--- config.mk ---
export PLATFORM = sky130hd
export DESIGN_NAME = gpr_operand_fetch_flat
export DESIGN_NICKNAME = d
export VERILOG_FILES = /design/src/rtl/gpr_pkg.sv /design/src/rtl/gpr_operand_fetch_if.sv /design/src/rtl/gpr_wb_stage.sv /design/src/rtl/gpr_operand_fetch.sv /design/src/flat_wrapper.sv
export SDC_FILE = /design/constraint.sdc
export NUM_CORES = 1
export LEC_CHECK = 0
export BUFFER_PORTS_ARGS = -buffer_cell sky130_fd_sc_hd__buf_4
export CAP_MARGIN = 20
export CORE_UTILIZATION = 47
export CTS_BUF_LIST = sky130_fd_sc_hd__clkbuf_8
export CTS_CLUSTER_DIAMETER = 120
export DETAILED_ROUTE_END_ITERATION = 10
export GPL_ROUTABILITY_DRIVEN = 0
export GPL_TIMING_DRIVEN = 0
export MAX_ROUTING_LAYER = met4
export PLACE_DENSITY_LB_ADDON = 0.2
export SKIP_CTS_REPAIR_TIMING = 1
export SLEW_MARGIN = 20
export SYNTH_ARGS = -nofsm -noshare
export SYNTH_HDL_FRONTEND = slang
export SYNTH_SLANG_ARGS = --single-unit
export TNS_END_PERCENT = 1
--- constraint.sdc ---
create_clock -name clk -period 1.7 [get_ports clk]
set_input_delay 0.255 -clock clk [delete_from_list [all_inputs] [get_ports clk]]
set_output_delay 0.255 -clock clk [all_outputs]
set_load 0.005 [all_outputs]
--- src/rtl/gpr_pkg.sv ---
// Shared widths, address/data types and fetch FSM encoding for the GPR
// operand-fetch slice.
package gpr_pkg;

  localparam int unsigned DATA_W   = 10;
  localparam int unsigned ADDR_W   = 4;
  localparam int unsigned NUM_REGS = 10;

  typedef logic [DATA_W-1:0] gpr_data_t;
  typedef logic [ADDR_W-1:0] gpr_addr_t;

  typedef enum logic [1:0] {
    IDLE,
    READ,
    WAIT,
    HOLD
  } fetch_state_t;

  // True when the address names no implemented register
  function automatic logic addr_oob(gpr_addr_t a);
    return (int'(a) >= int'(NUM_REGS));
  endfunction

endpackage

--- src/rtl/gpr_operand_fetch_if.sv ---
// GPR register-file port bundle: three read ports and one write port.
// master = initiator (operand fetch), slave = register file.
interface gpr_operand_fetch_if;
  import gpr_pkg::*;

  logic      read1, read2, read3;
  gpr_addr_t outaddr1, outaddr2, outaddr3;
  gpr_data_t outdata1, outdata2, outdata3;
  logic      write;
  gpr_addr_t inaddr;
  gpr_data_t indata;

  modport master (
    output read1, read2, read3,
    output outaddr1, outaddr2, outaddr3,
    input  outdata1, outdata2, outdata3,
    output write, inaddr, indata
  );

  modport slave (
    input  read1, read2, read3,
    input  outaddr1, outaddr2, outaddr3,
    output outdata1, outdata2, outdata3,
    input  write, inaddr, indata
  );

endinterface

--- src/rtl/gpr_wb_stage.sv ---
// Writeback register slice: one accepted writeback becomes a single-cycle
// write pulse on the next cycle, or a wb_drop pulse if out of range.
module gpr_wb_stage
  import gpr_pkg::*;
(
  input  logic      clk,
  input  logic      rst,
  input  logic      wb_accept_i,
  input  gpr_addr_t wb_addr_i,
  input  gpr_data_t wb_data_i,
  output logic      write_o,
  output gpr_addr_t inaddr_o,
  output gpr_data_t indata_o,
  output logic      wb_drop_o
);

  logic      write_q, write_d;
  gpr_addr_t inaddr_q, inaddr_d;
  gpr_data_t indata_q, indata_d;
  logic      drop_q, drop_d;

  // Next pulse: idle port reads as all-zero, so fields clear when nothing accepted
  always_comb begin
    write_d  = 1'b0;
    inaddr_d = '0;
    indata_d = '0;
    drop_d   = 1'b0;
    if (wb_accept_i) begin
      if (addr_oob(wb_addr_i)) begin
        drop_d = 1'b1;
      end else begin
        write_d  = 1'b1;
        inaddr_d = wb_addr_i;
        indata_d = wb_data_i;
      end
    end
  end

  // Pulse registers; reset discards an in-flight writeback
  always_ff @(posedge clk) begin
    if (rst) begin
      write_q  <= 1'b0;
      inaddr_q <= '0;
      indata_q <= '0;
      drop_q   <= 1'b0;
    end else begin
      write_q  <= write_d;
      inaddr_q <= inaddr_d;
      indata_q <= indata_d;
      drop_q   <= drop_d;
    end
  end

  assign write_o   = write_q;
  assign inaddr_o  = inaddr_q;
  assign indata_o  = indata_q;
  assign wb_drop_o = drop_q;

endmodule

--- src/rtl/gpr_operand_fetch.sv ---
// Operand fetch initiator for the GPR file: reads up to three source
// registers, returns them over op_valid/op_ready, and serialises writebacks.
// Optional macro GPR_BYPASS_EN: write pulses seen between the read and the
// capture forward their data into matching operands (latest wins).
module gpr_operand_fetch
  import gpr_pkg::*;
#(
  parameter int unsigned RD_LAT = 1
) (
  input  logic      clk,
  input  logic      rst,
  input  logic      req_valid,
  output logic      req_ready,
  input  logic [2:0] req_use,
  input  gpr_addr_t req_src1,
  input  gpr_addr_t req_src2,
  input  gpr_addr_t req_src3,
  output logic      op_valid,
  input  logic      op_ready,
  output gpr_data_t op1,
  output gpr_data_t op2,
  output gpr_data_t op3,
  output logic      op_err,
  input  logic      wb_valid,
  output logic      wb_ready,
  input  gpr_addr_t wb_addr,
  input  gpr_data_t wb_data,
  output logic      wb_drop,
  gpr_operand_fetch_if.master gpr
);

  fetch_state_t state_q, state_d;
  logic [2:0]   use_q, use_d;
  gpr_addr_t    src_q [3];
  gpr_addr_t    src_d [3];
  logic [1:0]   cnt_q, cnt_d;
  gpr_data_t    op_q  [3];
  gpr_data_t    op_d  [3];
  logic         err_q, err_d;

  logic [2:0]   rd_en;
  logic         req_acc;
  logic         capture;
  gpr_data_t    rdata    [3];
  gpr_data_t    cap_data [3];

  logic         wr_en;
  gpr_addr_t    wr_addr;
  gpr_data_t    wr_data;

  assign req_acc = req_valid && req_ready;
  assign capture = (state_q == WAIT) && (cnt_q == 2'd0);

  // FSM state register
  always_ff @(posedge clk) begin
    if (rst) state_q <= IDLE;
    else     state_q <= state_d;
  end

  // FSM next-state
  always_comb begin
    state_d = state_q;
    case (state_q)
      IDLE:    if (req_valid) state_d = READ;
      READ:    state_d = WAIT;
      WAIT:    if (cnt_q == 2'd0) state_d = HOLD;
      HOLD:    if (op_ready) state_d = IDLE;
      default: state_d = IDLE;
    endcase
  end

  // FSM outputs: handshakes and read-port enables
  always_comb begin
    req_ready = (state_q == IDLE);
    wb_ready  = (state_q == IDLE) || (state_q == HOLD);
    op_valid  = (state_q == HOLD);
    rd_en     = (state_q == READ) ? use_q : 3'b000;
  end

  // Read data gathered into an array for the capture mux
  always_comb begin
    rdata[0] = gpr.outdata1;
    rdata[1] = gpr.outdata2;
    rdata[2] = gpr.outdata3;
  end

`ifdef GPR_BYPASS_EN
  logic [2:0] hit;
  logic [2:0] fwd_v_q, fwd_v_d;
  gpr_data_t  fwd_q [3];
  gpr_data_t  fwd_d [3];

  // Forwarding: a live write pulse beats a remembered one, which beats the read data
  always_comb begin
    fwd_v_d = fwd_v_q;
    fwd_d   = fwd_q;
    for (int unsigned i = 0; i < 3; i++) begin
      hit[i] = ((state_q == READ) || (state_q == WAIT)) && wr_en &&
               use_q[i] && (wr_addr == src_q[i]);
      cap_data[i] = hit[i] ? wr_data : (fwd_v_q[i] ? fwd_q[i] : rdata[i]);
      if (req_acc) begin
        fwd_v_d[i] = 1'b0;
      end else if (hit[i]) begin
        fwd_v_d[i] = 1'b1;
        fwd_d[i]   = wr_data;
      end
    end
  end

  // Forwarding registers
  always_ff @(posedge clk) begin
    if (rst) begin
      fwd_v_q <= '0;
      for (int unsigned i = 0; i < 3; i++) fwd_q[i] <= '0;
    end else begin
      fwd_v_q <= fwd_v_d;
      fwd_q   <= fwd_d;
    end
  end
`else
  // Operands come straight from the register file, possibly stale
  always_comb begin
    for (int unsigned i = 0; i < 3; i++) cap_data[i] = rdata[i];
  end
`endif

  // Datapath next-state: request latch, latency counter, operand capture
  always_comb begin
    use_d = use_q;
    src_d = src_q;
    cnt_d = cnt_q;
    op_d  = op_q;
    err_d = err_q;
    if (req_acc) begin
      use_d    = req_use;
      src_d[0] = req_src1;
      src_d[1] = req_src2;
      src_d[2] = req_src3;
    end
    if (state_q == READ) cnt_d = 2'(RD_LAT - 1);
    if (state_q == WAIT && cnt_q != 2'd0) cnt_d = cnt_q - 2'd1;
    if (capture) begin
      err_d = 1'b0;
      for (int unsigned i = 0; i < 3; i++) begin
        op_d[i] = use_q[i] ? cap_data[i] : '0;
        if (use_q[i] && addr_oob(src_q[i])) err_d = 1'b1;
      end
    end
  end

  // Datapath registers
  always_ff @(posedge clk) begin
    if (rst) begin
      use_q <= '0;
      cnt_q <= '0;
      err_q <= 1'b0;
      for (int unsigned i = 0; i < 3; i++) begin
        src_q[i] <= '0;
        op_q[i]  <= '0;
      end
    end else begin
      use_q <= use_d;
      src_q <= src_d;
      cnt_q <= cnt_d;
      op_q  <= op_d;
      err_q <= err_d;
    end
  end

  gpr_wb_stage u_wb (
    .clk         (clk),
    .rst         (rst),
    .wb_accept_i (wb_valid && wb_ready),
    .wb_addr_i   (wb_addr),
    .wb_data_i   (wb_data),
    .write_o     (wr_en),
    .inaddr_o    (wr_addr),
    .indata_o    (wr_data),
    .wb_drop_o   (wb_drop)
  );

  assign gpr.read1    = rd_en[0];
  assign gpr.read2    = rd_en[1];
  assign gpr.read3    = rd_en[2];
  assign gpr.outaddr1 = rd_en[0] ? src_q[0] : '0;
  assign gpr.outaddr2 = rd_en[1] ? src_q[1] : '0;
  assign gpr.outaddr3 = rd_en[2] ? src_q[2] : '0;
  assign gpr.write    = wr_en;
  assign gpr.inaddr   = wr_addr;
  assign gpr.indata   = wr_data;

  assign op1    = op_q[0];
  assign op2    = op_q[1];
  assign op3    = op_q[2];
  assign op_err = err_q;

endmodule
--- src/flat_wrapper.sv ---
// flat-port wrapper written by rule: the top's interface ports become plain ports
module gpr_operand_fetch_flat import gpr_pkg::*;
#(
  parameter int unsigned RD_LAT = 1
)
  (clk, rst, req_valid, req_ready, req_use, req_src1, req_src2, req_src3, op_valid, op_ready, op1, op2, op3, op_err, wb_valid, wb_ready, wb_addr, wb_data, wb_drop, gpr_read1, gpr_read2, gpr_read3, gpr_outaddr1, gpr_outaddr2, gpr_outaddr3, gpr_outdata1, gpr_outdata2, gpr_outdata3, gpr_write, gpr_inaddr, gpr_indata);
  gpr_operand_fetch_if gpr_i ();
  input  logic clk;
  input  logic rst;
  input  logic req_valid;
  output logic req_ready;
  input  logic [2:0] req_use;
  input  gpr_addr_t req_src1;
  input  gpr_addr_t req_src2;
  input  gpr_addr_t req_src3;
  output logic op_valid;
  input  logic op_ready;
  output gpr_data_t op1;
  output gpr_data_t op2;
  output gpr_data_t op3;
  output logic op_err;
  input  logic wb_valid;
  output logic wb_ready;
  input  gpr_addr_t wb_addr;
  input  gpr_data_t wb_data;
  output logic wb_drop;
  output wire logic [$bits(gpr_i.read1)-1:0] gpr_read1;
  output wire logic [$bits(gpr_i.read2)-1:0] gpr_read2;
  output wire logic [$bits(gpr_i.read3)-1:0] gpr_read3;
  output wire logic [$bits(gpr_i.outaddr1)-1:0] gpr_outaddr1;
  output wire logic [$bits(gpr_i.outaddr2)-1:0] gpr_outaddr2;
  output wire logic [$bits(gpr_i.outaddr3)-1:0] gpr_outaddr3;
  input wire logic [$bits(gpr_i.outdata1)-1:0] gpr_outdata1;
  input wire logic [$bits(gpr_i.outdata2)-1:0] gpr_outdata2;
  input wire logic [$bits(gpr_i.outdata3)-1:0] gpr_outdata3;
  output wire logic [$bits(gpr_i.write)-1:0] gpr_write;
  output wire logic [$bits(gpr_i.inaddr)-1:0] gpr_inaddr;
  output wire logic [$bits(gpr_i.indata)-1:0] gpr_indata;
  assign gpr_read1 = gpr_i.read1;
  assign gpr_read2 = gpr_i.read2;
  assign gpr_read3 = gpr_i.read3;
  assign gpr_outaddr1 = gpr_i.outaddr1;
  assign gpr_outaddr2 = gpr_i.outaddr2;
  assign gpr_outaddr3 = gpr_i.outaddr3;
  assign gpr_i.outdata1 = gpr_outdata1;
  assign gpr_i.outdata2 = gpr_outdata2;
  assign gpr_i.outdata3 = gpr_outdata3;
  assign gpr_write = gpr_i.write;
  assign gpr_inaddr = gpr_i.inaddr;
  assign gpr_indata = gpr_i.indata;
  gpr_operand_fetch #(.RD_LAT(RD_LAT)) u_core (.clk(clk), .rst(rst), .req_valid(req_valid), .req_ready(req_ready), .req_use(req_use), .req_src1(req_src1), .req_src2(req_src2), .req_src3(req_src3), .op_valid(op_valid), .op_ready(op_ready), .op1(op1), .op2(op2), .op3(op3), .op_err(op_err), .wb_valid(wb_valid), .wb_ready(wb_ready), .wb_addr(wb_addr), .wb_data(wb_data), .wb_drop(wb_drop), .gpr(gpr_i));
endmodule
== After elaboration in Yosys (flattened, before gate mapping) ==
Cells that the tools add are included.
Cells by class
  eq/ne operators: 6
  add/subtract/negate cells: 1
  reductions and logical operators: 15
  order comparisons: 4
  mux-type cells: 18
  bitwise logic cells: 1
Operators with widths (number)
  two-way mux 10 bit: 3
  greater-or-equal comparator 4 bit, second input constant: 4
  two-way mux 4 bit: 3
  two-way mux 2 bit: 5
  case mux 2 bit (4 select lines): 1
  logical AND 1 bit: 7
  two-way mux 1 bit: 5
  equality test 2 bit, second input constant: 2
  logical NOT 2 bit: 2
  inequality test 2 bit, second input constant: 2
  nonzero test 2 bit: 2
  two-way mux 3 bit: 1
  AND reduction 3 bit: 1
  OR reduction 3 bit: 1
  equality test 2 x 1 -> 1 bit, second input constant: 1
  inequality test 2 x 1 -> 1 bit, second input constant: 1
  OR reduction 2 bit: 1
  subtractor 2 x 1 -> 2 bit, second input constant: 1
  logical OR 1 bit: 1
  NOT 1 bit: 1
Word-level totals
  logic and storage cells: 59
  input bits: 64
  output and inout port bits: 65
  register bits after elaboration: 66

== Longest topological paths before layout ==
Gate-level depths: netlist (run 1).
  depth after elaboration: 5
  gate-level depth with buffers: 7

== By module ==
From an unflattened synthesis (run 1), not the netlist that was laid out.
Unflattened totals
  cell total of the unflattened synthesis: 300
  area, all modules: 2600.0 um^2
Modules (own cells, without submodules)
  gpr_operand_fetch: area an instance 2118.3 um^2, seq. area each 1001.0 um^2, times used 1, cells each 263
  gpr_wb_stage: area an instance 481.7 um^2, seq. area each 320.3 um^2, times used 1, cells each 37

== Worst setup path after synthesis (run 1) ==
OpenSTA, ideal clock, no wires.
  path type: flip-flop to flip-flop
  from: register u_core.state_q[1]
  to: register u_core.u_wb.inaddr_q[0] (netlist: u_core.u_wb.inaddr_o[0])
  setup time: 0.115 ns
  period minus slack after synthesis: 1.363 ns
  required time: 1.585 ns
  stages on the path, launching flop included: 6
  slack: 0.337 ns
  arrival: 1.249 ns
  path through: dfxtp_1 -> inv_1 -> ha_1 -> and4bb_2 -> buf_6 -> and2_1
Between the ends
  cells in the longest elaborated chain, start to end: 5
  elaborated cells on any way between the ends: 6
Ends and longest elaborated chain
  start: declaration: line gpr_operand_fetch.sv:32  | fetch_state_t state_q, state_d;
  start signal: assignment: line gpr_operand_fetch.sv:57  | else state_q <= state_d;
  equality test 2 bit / logical NOT 2 bit (equally long branches): line gpr_operand_fetch.sv:75  | wb_ready = (state_q == IDLE) || (state_q == HOLD);
  logical OR 1 bit (*): line gpr_operand_fetch.sv:75
  logical AND 1 bit (*): line gpr_operand_fetch.sv:173  | .wb_accept_i (wb_valid && wb_ready),
  NOT 1 bit (no line) (*)
  OR reduction 3 bit (no line) (*)
  end signal: assignment: line gpr_wb_stage.sv:48  | inaddr_q <= inaddr_d;
  end: declaration: line gpr_wb_stage.sv:18  | gpr_addr_t inaddr_q, inaddr_d;
Mark *: on every way between the ends. The rest lies on a longest branch, timed or not.
A chain may end at the register's enable or synchronous reset.

== Worst setup path after layout (run 1) ==
  from: register u_core.state_q[1]
  to: output port gpr_outaddr3[2]
Between the ends
  cells in the longest elaborated chain, start to end: 3
Ends and longest elaborated chain
  equality test 2 x 1 -> 1 bit: line gpr_operand_fetch.sv:77  | rd_en = (state_q == READ) ? use_q : 3'b000;
  two-way mux 3 bit: line gpr_operand_fetch.sv:77
  two-way mux 4 bit: line gpr_operand_fetch.sv:187  | assign gpr.outaddr3 = rd_en[2] ? src_q[2] : '0;
  end: declaration: line flat_wrapper.sv:32  | output wire logic [$bits(gpr_i.outaddr3)-1:0] gpr_outaddr3;
Every way passes these cells.

==> impl_metrics.yaml, run 1 <==
worst_setup_path:
  path_cells: "inv_2 -> ha_4 -> buf_6 -> and3_1 -> buf_4"
  slowest_stage: "dfxtp_2"
  max_stage_delay_ns: 0.36
  rrSetupSlack_ns: 0.16
  cp.required_ns: 1.44
  worstSetupStartpointType: "register"
  critPathKind: "reg -> out"
  cp_num_buf_inv: 3
  crit_fanout: 10
  setup.worst_path.start: "u_core.state_q[1]$_SDFFE_PP0P_"
  reg2reg_from: "u_core.state_q[0]$_SDFFE_PP0P_"
  endpoint_kind: "primary output"
  crit_arrival_ns: 1.40
  path_delay_family: "flip-flops"
synth:
  synth.distinct_cells: 24
  synth_area_leader_cell: "dfxtp_1"
  synth_area_per_cell_um2: 8.62
  yosysTopAreaCellShare_pct: 51.6
  yosys_warnings: 0
  ys_ff_latch: 66
  synth_area_leaders: "dfxtp_1 (52%), a21oi_1 (9.4%), nand2_1 (9.1%), nand4_1 (7.3%), and2_1 (4.4%)"
  synth_nets: 367
  seq_area_frac_synth_pct: 51.6
  synth_edf_count: 0
  synth_ff_type: "dfxtp_1"
  synthCells: 297
  async_flop_share_pct: 0
  synth.cell_area_um2: 2560
clock_tree:
  cts_buffers: 9
  cts_sinks: 66
  root_buffer: "clkbuf_8"
  h-tree-depth: 3
  tritoncts: "done"
  path_clk_slew_ns: 0.07
  clkLatencyLatePin_ns: 0.34
  ctsLongestPathBuffers: 2
timing:
  hold_slack_ns: 0.115
  fin_crit_ns: 1.65
  slew_headroom_pct: 67.3
  setup_violations: 0
  fmax_ghz: 0.605
  drv_slew: 0
  final-hold-violation-count: 0
  worst_slew_pin_slew_ns: 0.490
  period_share_pct: 97.2
  clock_skew_ns: 0.00822
  fin_setup_tns_ns: 0
layout:
  instances_no_fill: 509
  antenna_cells: 0
  n_fill_cell: 415
  drive_above_1_share_pct: 39.4
  finalNetCount: 505
  area_growth_pct: 50.1
placed_design:
  io_buffers: 127
  dpl.hpwl_um: 5140
  dp_cells: 494
route:
  drt_wl_total_um: 7020
  via_count: 2600
  wl_per_cell_um: 13.8
  drt.antenna.violating_nets: 0
  first_iter_violations: 103
  first_pass_iters: 4
  viasPerCell: 5.11
  remaining_drc_errors: 0
floorplanning:
  start_util_pct: 49.5
  die_area_um2: 5740
  die_w_um: 75.8
  core_area_um2: 5170
  die_height_um: 75.8
  io_pins: 129
  row_count: 26
power:
  ir_drop_uv: 646
  finalPower_w: 0.00418
  leakage_nw: 1.74
  p_per_area_nw_per_um2: 1090
global_route:
  antenna_found_initial: 0
  grt_max_degree: 11
  grt_usage_pct: 24.3
  grt_pass1_vias: 2235
  grt_pass1_wl_um: 9970
  grt_overflow: 0
hold_path:
  hp-start: "wb_data[5]"
  min_path_type: "in -> reg"
flow_run:
  max-cap-violations: 0
run_status:
  status: "finished clean"
## cell families (layout without fill, tap and decap cells)
group                      Yosys count  count (layout)  share of synthesized area [%]
and+or+nand+nor                    136             136                           27.5
muxes                                1               1                          0.391
buffers and inverters               33             175                           6.21
AOI/OAI and AO/OA                   55              55                           11.3
adders and majority gates            6               6                           2.93
DFF                                 66              66                           51.6
## sequential cells by signal (all words and copies together), names as in the netlist
register and flops:
u_core.op2 10, u_core.u_wb.indata_o 10, u_core.u_wb.write_o 1, u_core.op1 10, u_core.u_wb.inaddr_o 4, u_core.u_wb.wb_drop_o 1
u_core.use_q 3, u_core.op_err 1, u_core.src_q 12, u_core.op3 10, u_core.cnt_q 2, u_core.state_q 2
## cell usage after synthesis (2+ instances only)
| master | instances |
|---|---|
| and3_1 | 13 |
| nand4_1 | 30 |
| inv_1 | 5 |
| and2_1 | 18 |
| nand3b_1 | 2 |
| nand2_1 | 62 |
| a21oi_1 | 48 |
| dfxtp_1 | 66 |
| nand2b_1 | 6 |
| o211ai_1 | 3 |
| buf_2 | 22 |
| ha_1 | 6 |
| clkbuf_1 | 5 |
## final cells by class
type                            count  area, um^2  share of cell area (%)
Sequential cell                    66        1320                    34.5
Inverter                            5        18.8                   0.489
Timing Repair Buffer              127         953                    24.8
Clock buffer                       12         165                    4.30
Clock inverter                      3        38.8                    1.01
Multi-Input combinational cell    198        1100                    28.7
Buffer                             28         151                    3.94
Tap cell                           70        87.6                    2.28
## metal layers
| metal | global-route usage (%) | wire length (um) |
|---|---|---|
| met5 | - | 0 |
| met4 | 10.9 | 125 |
| met3 | 5.42 | 482 |
| met2 | 39.9 | 3470 |
| met1 | 28.2 | 2940 |
## worst paths after layout
| check | endpoint | cells after the start |
|---|---|---|
| min | u_core.u_wb.indata_o[5]$_SDFF_PP0_ | 2 |
| min reg2reg | u_core.op1[9]$_SDFFE_PP0P_ | 2 |
| max | gpr_outaddr3[2] | 5 |
| max reg2reg | u_core.u_wb.indata_o[0]$_SDFF_PP0_ | 5 |
## report_power, final
part | total [W] | switching (W) | internal (W)
clock network | 0.00134 | 0.000557 | 0.000782
registers | 0.00176 | 0.0000768 | 0.00169
logic | 0.00107 | 0.000591 | 0.000484
total | 0.00418 | 0.00122 | 0.00295
## per-stage QoR
step	util (%)	setup WS [ns]	cell area [um^2]
after floorplan	-	0.337	2560
after global placement	69.6	0.111	3600
after detailed placement	69.6	0.0940	3600
after CTS	73.5	-0.278	3800
after global routing	74.2	-0.00193	3840
final	74.2	0.0470	3840
## cells in the final DEF, fill, tap and decap left out, drive strengths merged
| master | count |
|---|---|
| a21boi | 1 |
| a21oi | 48 |
| a311oi | 1 |
| a31oi | 1 |
| and2 | 18 |
| and3 | 13 |
| and4bb | 1 |
| buf | 150 |
| bufinv | 1 |
| clkbuf | 17 |
| clkinv | 1 |
| dfxtp | 66 |
| ha | 6 |
| inv | 6 |
| mux2i | 1 |
| nand2 | 62 |
| nand2b | 6 |
| nand3 | 1 |
| nand3b | 2 |
| nand4 | 30 |
| nor2 | 1 |
| nor4b | 1 |
| o211ai | 3 |
| o21ai | 1 |
| or2 | 1 |
(Power assumes the default switching activity.)
==> run 2, diff against run 1 <==
--- a/config.mk
+++ b/config.mk
@@ -15,6 +15,7 @@
 export GPL_TIMING_DRIVEN = 0
 export MAX_ROUTING_LAYER = met4
 export PLACE_DENSITY_LB_ADDON = 0.2
+export REMOVE_ABC_BUFFERS = 1
 export SKIP_CTS_REPAIR_TIMING = 1
 export SLEW_MARGIN = 20
 export SYNTH_ARGS = -nofsm -noshare
==> impl_metrics.yaml, run 2 (synthesized netlist as in run 1, its figures left out) <==
route:
  wl_per_cell_um: 13.3
  viasPerCell: 5.09
  remaining_drc_errors: 0
  via_count: 2459
  drt_wl_total_um: 6450
  drt.antenna.violating_nets: 0
  first_iter_violations: 96
  first_pass_iters: 4
floorplanning:
  die_height_um: 75.8
  die_w_um: 75.8
  io_pins: 129
  core_area_um2: 5170
  row_count: 26
  die_area_um2: 5740
  start_util_pct: 49.5
worst_setup_path:
  worstSetupStartpointType: "register"
  cp_num_buf_inv: 3
  critPathKind: "reg -> out"
  cp.required_ns: 1.44
  crit_fanout: 4
  endpoint_kind: "primary output"
  crit_arrival_ns: 1.43
  max_stage_delay_ns: 0.42
  crit_top_cell: "inv_1"
  slowest_stage: "dfxtp_1"
  path_delay_family: "flip-flops"
  path_cells: "inv_1 -> ha_1 -> inv_1 -> buf_4"
timing:
  clock_skew_ns: 0.00739
  drv_slew: 0
  fmax_ghz: 0.595
  final-hold-violation-count: 0
  setup_ws_ns: 0.0183
  fin_crit_ns: 1.68
  setup_violations: 0
  rsz0062_at_grt: "yes"
  worst_slew_pin_slew_ns: 0.578
  period_share_pct: 98.9
  slew_headroom_pct: 61.4
power:
  power.switching_w: 0.00119
  swShare_pct: 29.4
  ir_drop_uv: 905
  p_per_area_nw_per_um2: 1080
  power.internal_w: 0.00285
  seqPwrFrac_pct: 45.0
  leakage_nw: 1.65
  combPwrFrac_pct: 23.5
  clkPwrFrac_pct: 31.5
placed_design:
  place_ws_ns: -0.708
  dpl.hpwl_um: 4230
  io_buffers: 128
layout:
  multi_input_area_um2: 1150
  n_fill_cell: 420
  seqCellArea_um2: 1320
  drive_above_1_share_pct: 36.6
  finalNetCount: 478
  finish.utilization_pct: 72.2
  area_growth_pct: 46.0
  layout_commonest_cell: "buf_4"
  largest_register_ffs: 12
  regMostFlops: "u_core.src_q"
  antenna_cells: 0
  final_cell_mix: "buf_4 (128), dfxtp_1 (64), nand2_1 (60), a21oi_1 (48), nand4_1 (30)"
clock_tree:
  cts_buffers: 9
  h-tree-depth: 3
  clkLatencyLatePin_ns: 0.32
  cts_sinks: 66
  tritoncts: "done"
  ctsLongestPathBuffers: 2
  path_clk_slew_ns: 0.07
  root_buffer: "clkbuf_8"
global_route:
  grt_pass1_vias: 2136
  grt_usage_pct: 22.9
  grt_pass1_wl_um: 9560
  antenna_found_initial: 0
  grt_max_degree: 54
  grt_overflow: 0
flow_run:
  max-cap-violations: 0
hold_path:
  min_path_type: "in -> reg"
run_status:
  status: "finished clean"
[run 2: through the flow]
| stage | area [um^2] | instances | hold WS, ns | TNS, ns | power (W) |
|---|---|---|---|---|---|
| after global routing | 3740 | 483 | 0.127 | -0.0840 | 0.00427 |
| after CTS | 3670 | 483 | 0.118 | -23.07 | 0.00399 |
| after global placement | 3470 | 467 | 0.438 | -41.51 | 0.00270 |
| final | 3740 | 483 | 0.133 | 0 | 0.00404 |
| after detailed placement | 3470 | 467 | 0.446 | -20.90 | 0.00272 |
| after floorplan | 2420 | 269 | 0.324 | -12.87 | 0.00226 |
[run 2: worst paths after layout]
path	start	endpoint	slack [ns]	cells after the start
worst max-delay path	u_core.state_q[0]$_SDFFE_PP0P_	wb_ready	0.02	4
worst min-delay path	wb_data[4]	u_core.u_wb.indata_o[4]$_SDFF_PP0_	0.13	2
worst max register to register	u_core.state_q[0]$_SDFFE_PP0P_	u_core.op3[9]$_SDFFE_PP0P_	0.10	5
worst min register to register	u_core.src_q[8]$_SDFFE_PP0P_	u_core.src_q[8]$_SDFFE_PP0P_	0.45	2
[run 2: per-layer routing]
metal  up-vias  share of wire, %  track usage [%]
met2        88                49             37.1
met1      1132                42             26.6
met4         0              0.65             8.64
met5         -                 0                -
met3         4               8.6             6.88
li1       1235                 -                -
[run 2: power by group through the flow]
stage	sequential (W)	clock [W]	combinational, W
detailed placement	0.00184	0	0.000885
floorplan	0.00181	0	0.000452
global placement	0.00183	0	0.000875
CTS	0.00180	0.00130	0.000889
finish	0.00182	0.00127	0.000951
global route	0.00184	0.00137	0.00106
[run 2: layout make-up]
class / count / share of cell area [%]
Inverter: 5 / 0.502
Sequential cell: 66 / 35.4
Multi-Input combinational cell: 198 / 30.7
Timing Repair Buffer: 128 / 25.7
Clock buffer: 11 / 4.05
Clock inverter: 5 / 1.24
Tap cell: 70 / 2.34
